<file path="config.mk">
export PLATFORM = sky130hd
export DESIGN_NAME = axi_wr_arbiter
export DESIGN_NICKNAME = d
export VERILOG_FILES = /design/src/rtl/axi_pkg.sv /design/src/rtl/rr_pick2.sv /design/src/rtl/axi_wr_arbiter.sv
export SDC_FILE = /design/constraint.sdc
export NUM_CORES = 1
export LEC_CHECK = 0
export CAP_MARGIN = 20
export CORE_AREA = 2 2 39 41
export CTS_CLUSTER_DIAMETER = 80
export DETAILED_ROUTE_END_ITERATION = 16
export DIE_AREA = 0 0 41 43
export SLEW_MARGIN = 25
export SYNTH_ARGS = -nofsm -noshare
export SYNTH_HDL_FRONTEND = slang
export SYNTH_SLANG_ARGS = --single-unit
</file>
<file path="constraint.sdc">
create_clock -name ACLK -period 2 [get_ports ACLK]
set_clock_uncertainty 0.05 [all_clocks]
set_input_delay 0.4 -clock ACLK [delete_from_list [all_inputs] [get_ports ACLK]]
set_output_delay 0.4 -clock ACLK [all_outputs]
set_load 0.1 [all_outputs]
</file>
<file path="src/rtl/axi_pkg.sv">
// ---------------------------------------------------------------------------
// axi_pkg
// Shared definitions for the AXI interconnect arbiters.
//   wr_state_e     : write-side sequencer states (IDLE, ADDR, DATA, RESP)
//   M0_IDX, M1_IDX : bit positions of each master in the one-hot grant vectors
//   AXI_LEN_W      : default AWLEN width (AXI3, beats = AWLEN + 1)
//   idx_to_onehot  : master index -> one-hot {M1,M0}
// ---------------------------------------------------------------------------
package axi_pkg;

   localparam int unsigned AXI_LEN_W = 4;

   localparam int unsigned M0_IDX = 0;
   localparam int unsigned M1_IDX = 1;

   typedef enum logic [1:0] {
      IDLE = 2'd0,
      ADDR = 2'd1,
      DATA = 2'd2,
      RESP = 2'd3
   } wr_state_e;

   function automatic logic [1:0] idx_to_onehot(input logic idx);
      return idx ? 2'b10 : 2'b01;
   endfunction

endpackage

</file>
<file path="src/rtl/rr_pick2.sv">
// ---------------------------------------------------------------------------
// rr_pick2
// Two-requester round-robin pick, purely combinational. Shared by the read
// and write arbiters.
//   req_i  [1:0] : request valids {M1,M0}
//   prio_i       : favoured master when both request (0 = M0, 1 = M1)
//   gnt_o  [1:0] : one-hot winner, or 2'b00 when nobody requests
// ---------------------------------------------------------------------------
module rr_pick2
   import axi_pkg::*;
(
   input  logic [1:0] req_i,
   input  logic       prio_i,
   output logic [1:0] gnt_o
);

   always_comb begin
      gnt_o = 2'b00;
      unique case (req_i)
         2'b01:   gnt_o[M0_IDX] = 1'b1;
         2'b10:   gnt_o[M1_IDX] = 1'b1;
         2'b11:   gnt_o = prio_i ? 2'b10 : 2'b01;
         default: gnt_o = 2'b00;
      endcase
   end

endmodule

</file>
<file path="src/rtl/axi_wr_arbiter.sv">
// ---------------------------------------------------------------------------
// axi_wr_arbiter
// Write-channel arbiter/sequencer sharing one slave write path between two
// masters. Grants AW round-robin, then holds ownership through the W burst
// and the B response; ownership is dropped only after the B handshake.
// Carries no payload: its one-hot grants steer the interconnect muxes.
//
// Ports
//   ACLK, ARESET            : clock, asynchronous active-high reset
//   AWVALID_M0/M1           : address-write requests
//   AWLEN_M0/M1 [LEN_W-1:0] : burst lengths (beats = AWLEN + 1)
//   AWREADY_S               : slave AW ready
//   WVALID, WREADY, WLAST   : muxed W handshake from the owner / slave
//   BVALID, BREADY          : slave B valid, muxed B ready from the owner
//   grant_aw/w/b [1:0]      : one-hot {M1,M0} grants per channel phase
//   busy                    : high whenever the sequencer is not idle
//   wlast_err               : one-cycle pulse on a WLAST / burst length mismatch
//
// Build option
//   AXI_WR_BEAT_CHECK_EN : adds the beat counter and len register that drive
//                          wlast_err. Without it wlast_err is tied low and DATA
//                          ends on the WLAST handshake alone.
// ---------------------------------------------------------------------------
module axi_wr_arbiter
   import axi_pkg::*;
#(
   parameter int unsigned LEN_W = AXI_LEN_W
) (
   input  logic             ACLK,
   input  logic             ARESET,
   input  logic             AWVALID_M0,
   input  logic             AWVALID_M1,
   input  logic [LEN_W-1:0] AWLEN_M0,
   input  logic [LEN_W-1:0] AWLEN_M1,
   input  logic             AWREADY_S,
   input  logic             WVALID,
   input  logic             WREADY,
   input  logic             WLAST,
   input  logic             BVALID,
   input  logic             BREADY,
   output logic [1:0]       grant_aw,
   output logic [1:0]       grant_w,
   output logic [1:0]       grant_b,
   output logic             busy,
   output logic             wlast_err
);

   wr_state_e state_q, state_d;
   logic      owner_q, owner_d;   // 0 = M0, 1 = M1
   logic      prio_q,  prio_d;    // master favoured on a tie

   logic [1:0] pick;
   logic       aw_own_valid;
   logic       aw_hs;
   logic       w_hs;
   logic       b_hs;
   logic [1:0] owner_oh;

   rr_pick2 u_rr_pick2 (
      .req_i  ({AWVALID_M1, AWVALID_M0}),
      .prio_i (prio_q),
      .gnt_o  (pick)
   );

   assign aw_own_valid = owner_q ? AWVALID_M1 : AWVALID_M0;
   assign aw_hs        = aw_own_valid & AWREADY_S;
   assign w_hs         = WVALID & WREADY;
   assign b_hs         = BVALID & BREADY;

   // ------------------------------------------------------------------------
   // Sequencer
   // ------------------------------------------------------------------------
   always_comb begin
      state_d = state_q;
      owner_d = owner_q;
      prio_d  = prio_q;
      unique case (state_q)
         IDLE: begin
            if (|pick) begin
               owner_d = pick[M1_IDX];
               state_d = ADDR;
            end
         end
         ADDR: begin
            // A dropped AWVALID only stalls; the owner keeps the slot.
            if (aw_hs) begin
               state_d = DATA;
            end
         end
         DATA: begin
            if (w_hs && WLAST) begin
               state_d = RESP;
            end
         end
         RESP: begin
            if (b_hs) begin
               prio_d  = ~owner_q;
               state_d = IDLE;
            end
         end
         default: state_d = IDLE;
      endcase
   end

   always_ff @(posedge ACLK or posedge ARESET) begin
      if (ARESET) begin
         state_q <= IDLE;
         owner_q <= 1'b0;
         prio_q  <= 1'b0;
      end else begin
         state_q <= state_d;
         owner_q <= owner_d;
         prio_q  <= prio_d;
      end
   end

   // ------------------------------------------------------------------------
   // Burst length check
   // ------------------------------------------------------------------------
`ifdef AXI_WR_BEAT_CHECK_EN
   logic [LEN_W-1:0] len_q,  len_d;
   logic [LEN_W-1:0] beat_q, beat_d;
   logic             err_q,  err_d;

   always_comb begin
      len_d  = len_q;
      beat_d = beat_q;
      err_d  = 1'b0;
      if (state_q == ADDR && aw_hs) begin
         len_d  = owner_q ? AWLEN_M1 : AWLEN_M0;
         beat_d = '0;
      end
      // Only beats seen while W is granted count; a W handshake coinciding
      // with the AW handshake belongs to nobody yet.
      if (state_q == DATA && w_hs) begin
         if (beat_q != '1) begin
            beat_d = beat_q + LEN_W'(1);
         end
         // beat_q counts beats before this one, so the last beat sees len.
         err_d = WLAST != (beat_q == len_q);
      end
   end

   always_ff @(posedge ACLK or posedge ARESET) begin
      if (ARESET) begin
         len_q  <= '0;
         beat_q <= '0;
         err_q  <= 1'b0;
      end else begin
         len_q  <= len_d;
         beat_q <= beat_d;
         err_q  <= err_d;
      end
   end

   assign wlast_err = err_q;
`else
   logic unused_awlen;
   assign unused_awlen = ^{AWLEN_M0, AWLEN_M1};
   assign wlast_err    = 1'b0;
`endif

   // ------------------------------------------------------------------------
   // Outputs, decoded from state and owner registers only
   // ------------------------------------------------------------------------
   assign owner_oh = idx_to_onehot(owner_q);
   assign grant_aw = (state_q == ADDR) ? owner_oh : 2'b00;
   assign grant_w  = (state_q == DATA) ? owner_oh : 2'b00;
   assign grant_b  = (state_q == RESP) ? owner_oh : 2'b00;
   assign busy     = (state_q != IDLE);

endmodule

</file>
==> flow_summary.toml <==
[placement]
io_buffer_count = 16
hpwlAfterDp_um = 573.4
pre_cts_ws_ns = 0.1021
place_inst = 68
gp_congestion = 0.7753

[critical_path]
cp_max_fo = 4
startpoint_type = "register"
crit_type = "register to primary output"
cp_data_required_time_ns = 1.55
cp-end-kind = "primary output"
cpMaxStageDelayCell = "dfrtp_1"
worstRegToRegCells = 5
crit_chain = "inv_1 > ha_1 > nor2b_2 > buf_12"
critPathMaxStageDelay_ns = 0.40
critPathArrivalTime_ns = 1.35

[floorplanning]
die_w_um = 41
die-area_um2 = 1763
rows = 14
io_pins = 26
core-area_um2 = 1384
die_h_um = 43
start_util = 0.2342

[grt]
grt_pass1_vias = 288
grt_max_degree = 10
grt_first_pass_wirelength_um = 1035
grt_antenna_before_repair = 0
grtUsageTotal = 0.08669
grt-ovfl-total = 0

[cells_and_area]
final_cells = 71
syn_to_final_growth_pct = 81.85
multi_input_area_um2 = 197.7
register_area_um2 = 100.1
antenna_cells = 0
fill_cells = 135
drive_gt1_frac = 0.2545
layout.nets = 79

[job]
drv_cap = 0

[sta]
fmax_mhz = 554.4
hold_violations = 0
slew_violations = 0
rsz0062_at_grt = "false"
finalCriticalPeriod_ns = 1.804
fin_crit_sh = 0.9019
tns_ns = 0
whs_ns = 0.3007
setup_violations = 0
worst_slack_ns = 0.1961

[detailed_routing]
wl_per_cell_um = 10.04
drc_errors = 0
firstDrtPassIters = 4
num_vias = 299
drtIter0Drc = 3
antenna_left = 0
routed_via_density = 4.211
routed_wl_um = 713

[cts]
clockBufferDepth = 2
clkLatencyLatePin_ns = 0.23
cts_buffers = 3
clkTransAtPathRegs_ns = 0.04
cts_root_buffer = "clkbuf_4"
post_cts_buffers = 0
post_cts_resized = 0
ctsHoldBuffers = 0
cts_tree = "yes"
cts_sinks = 4
h-tree-depth = 1

[synth]
synthesis.nets = 60
postSynthAreaPerCell_um2 = 8.528
synth_area_um2 = 324.1
synth.yosys.seq_area_share = 0.3089
synth.distinct_cells = 16
syn_inst = 38
ys_seq_elements = 4
yosys_warnings = 0

[outcome]
status = "completed"

[worst_hold_path]
worst_hold_path_type = "input pin to async pin"
==> through the flow <==
stage,area [um^2],utilization
6_report,589.3,0.4259
5_1_grt,589.3,0.4259
4_1_cts,589.3,0.4259
3_5_place_dp,566.8,0.4096
3_3_place_gp,566.8,0.4096
2_1_floorplan,331.6,-
==> cell usage after synthesis, drive strengths merged <==
cell	count	share of area
a21oi	1	0.015
a222oi	1	0.031
a31oi	1	0.019
and2	3	0.058
buf	2	0.046
conb	1	0.012
dfrtp	4	0.31
ha	4	0.15
inv	5	0.058
mux2	1	0.046
mux2i	2	0.062
nand2	4	0.046
nand3	2	0.031
nor2	2	0.023
nor2b	3	0.058
o21ai	2	0.031
==> final timing paths <==
path,start,end,slack (ns)
max,state_q[0],grant_w[0],0.20
min,ARESET,prio_q,0.30
max reg2reg,state_q[0],state_q[1],0.34
min reg2reg,prio_q,prio_q,0.45
max in group asynchronous,ARESET,state_q[1],1.45
min in group ACLK,prio_q,prio_q,0.45
==> cell families after synthesis <==
| group | Yosys count | share of synthesized area |
|---|---|---|
| and+or+nand+nor | 14 | 0.2162 |
| buffers and inverters | 7 | 0.1042 |
| AOI/OAI and AO/OA | 5 | 0.09653 |
| adders and majority gates | 4 | 0.1544 |
| DFF | 4 | 0.3089 |
| muxes | 3 | 0.1081 |
| other | 1 | 0.01157 |
==> critical path: cells and delay by family, from the launching register on <==
family | cells | cell delay, ns
flops | 1 | 0.40
buf+inv | 2 | 0.31
fa+ha+maj | 1 | 0.21
simple gates | 1 | 0.20
==> state kept, by name, indices dropped and copies added (netlist names) <==
signal,flops
prio_q,1
owner_q,1
state_q,2
==> area by class of cell <==
class	count	share of cell area
well taps	16	0.03397
inverters	5	0.03185
multi-input cells	27	0.3355
repair buffers	16	0.3907
clock buffers	3	0.03822
flip-flops and latches	4	0.1699
==> metal layers <==
layer / track usage / share of wire
met2: 0.1219 / 0.47
met3: 0.04712 / 0.090
met5: 0 / 0
met1: 0.1042 / 0.44
met4: 0.04000 / 0
==> layout by cell type (no fill, tap or decap), types with 2 or more instances in the layout <==
master and count:
clkdlybuf4s50_1 9, buf_12 7, inv_1 5, nand2_1 4
ha_1 4, dfrtp_1 4, nor2b_2 3, and2_1 3
clkbuf_4 3, nor2_1 2, nand3_1 2, mux2i_1 2
o21ai_0 2
Power of run 1 is left out: the tool's default activity adds up to more than one toggle a clock period on the data nets, which glitch-free logic cannot reach.
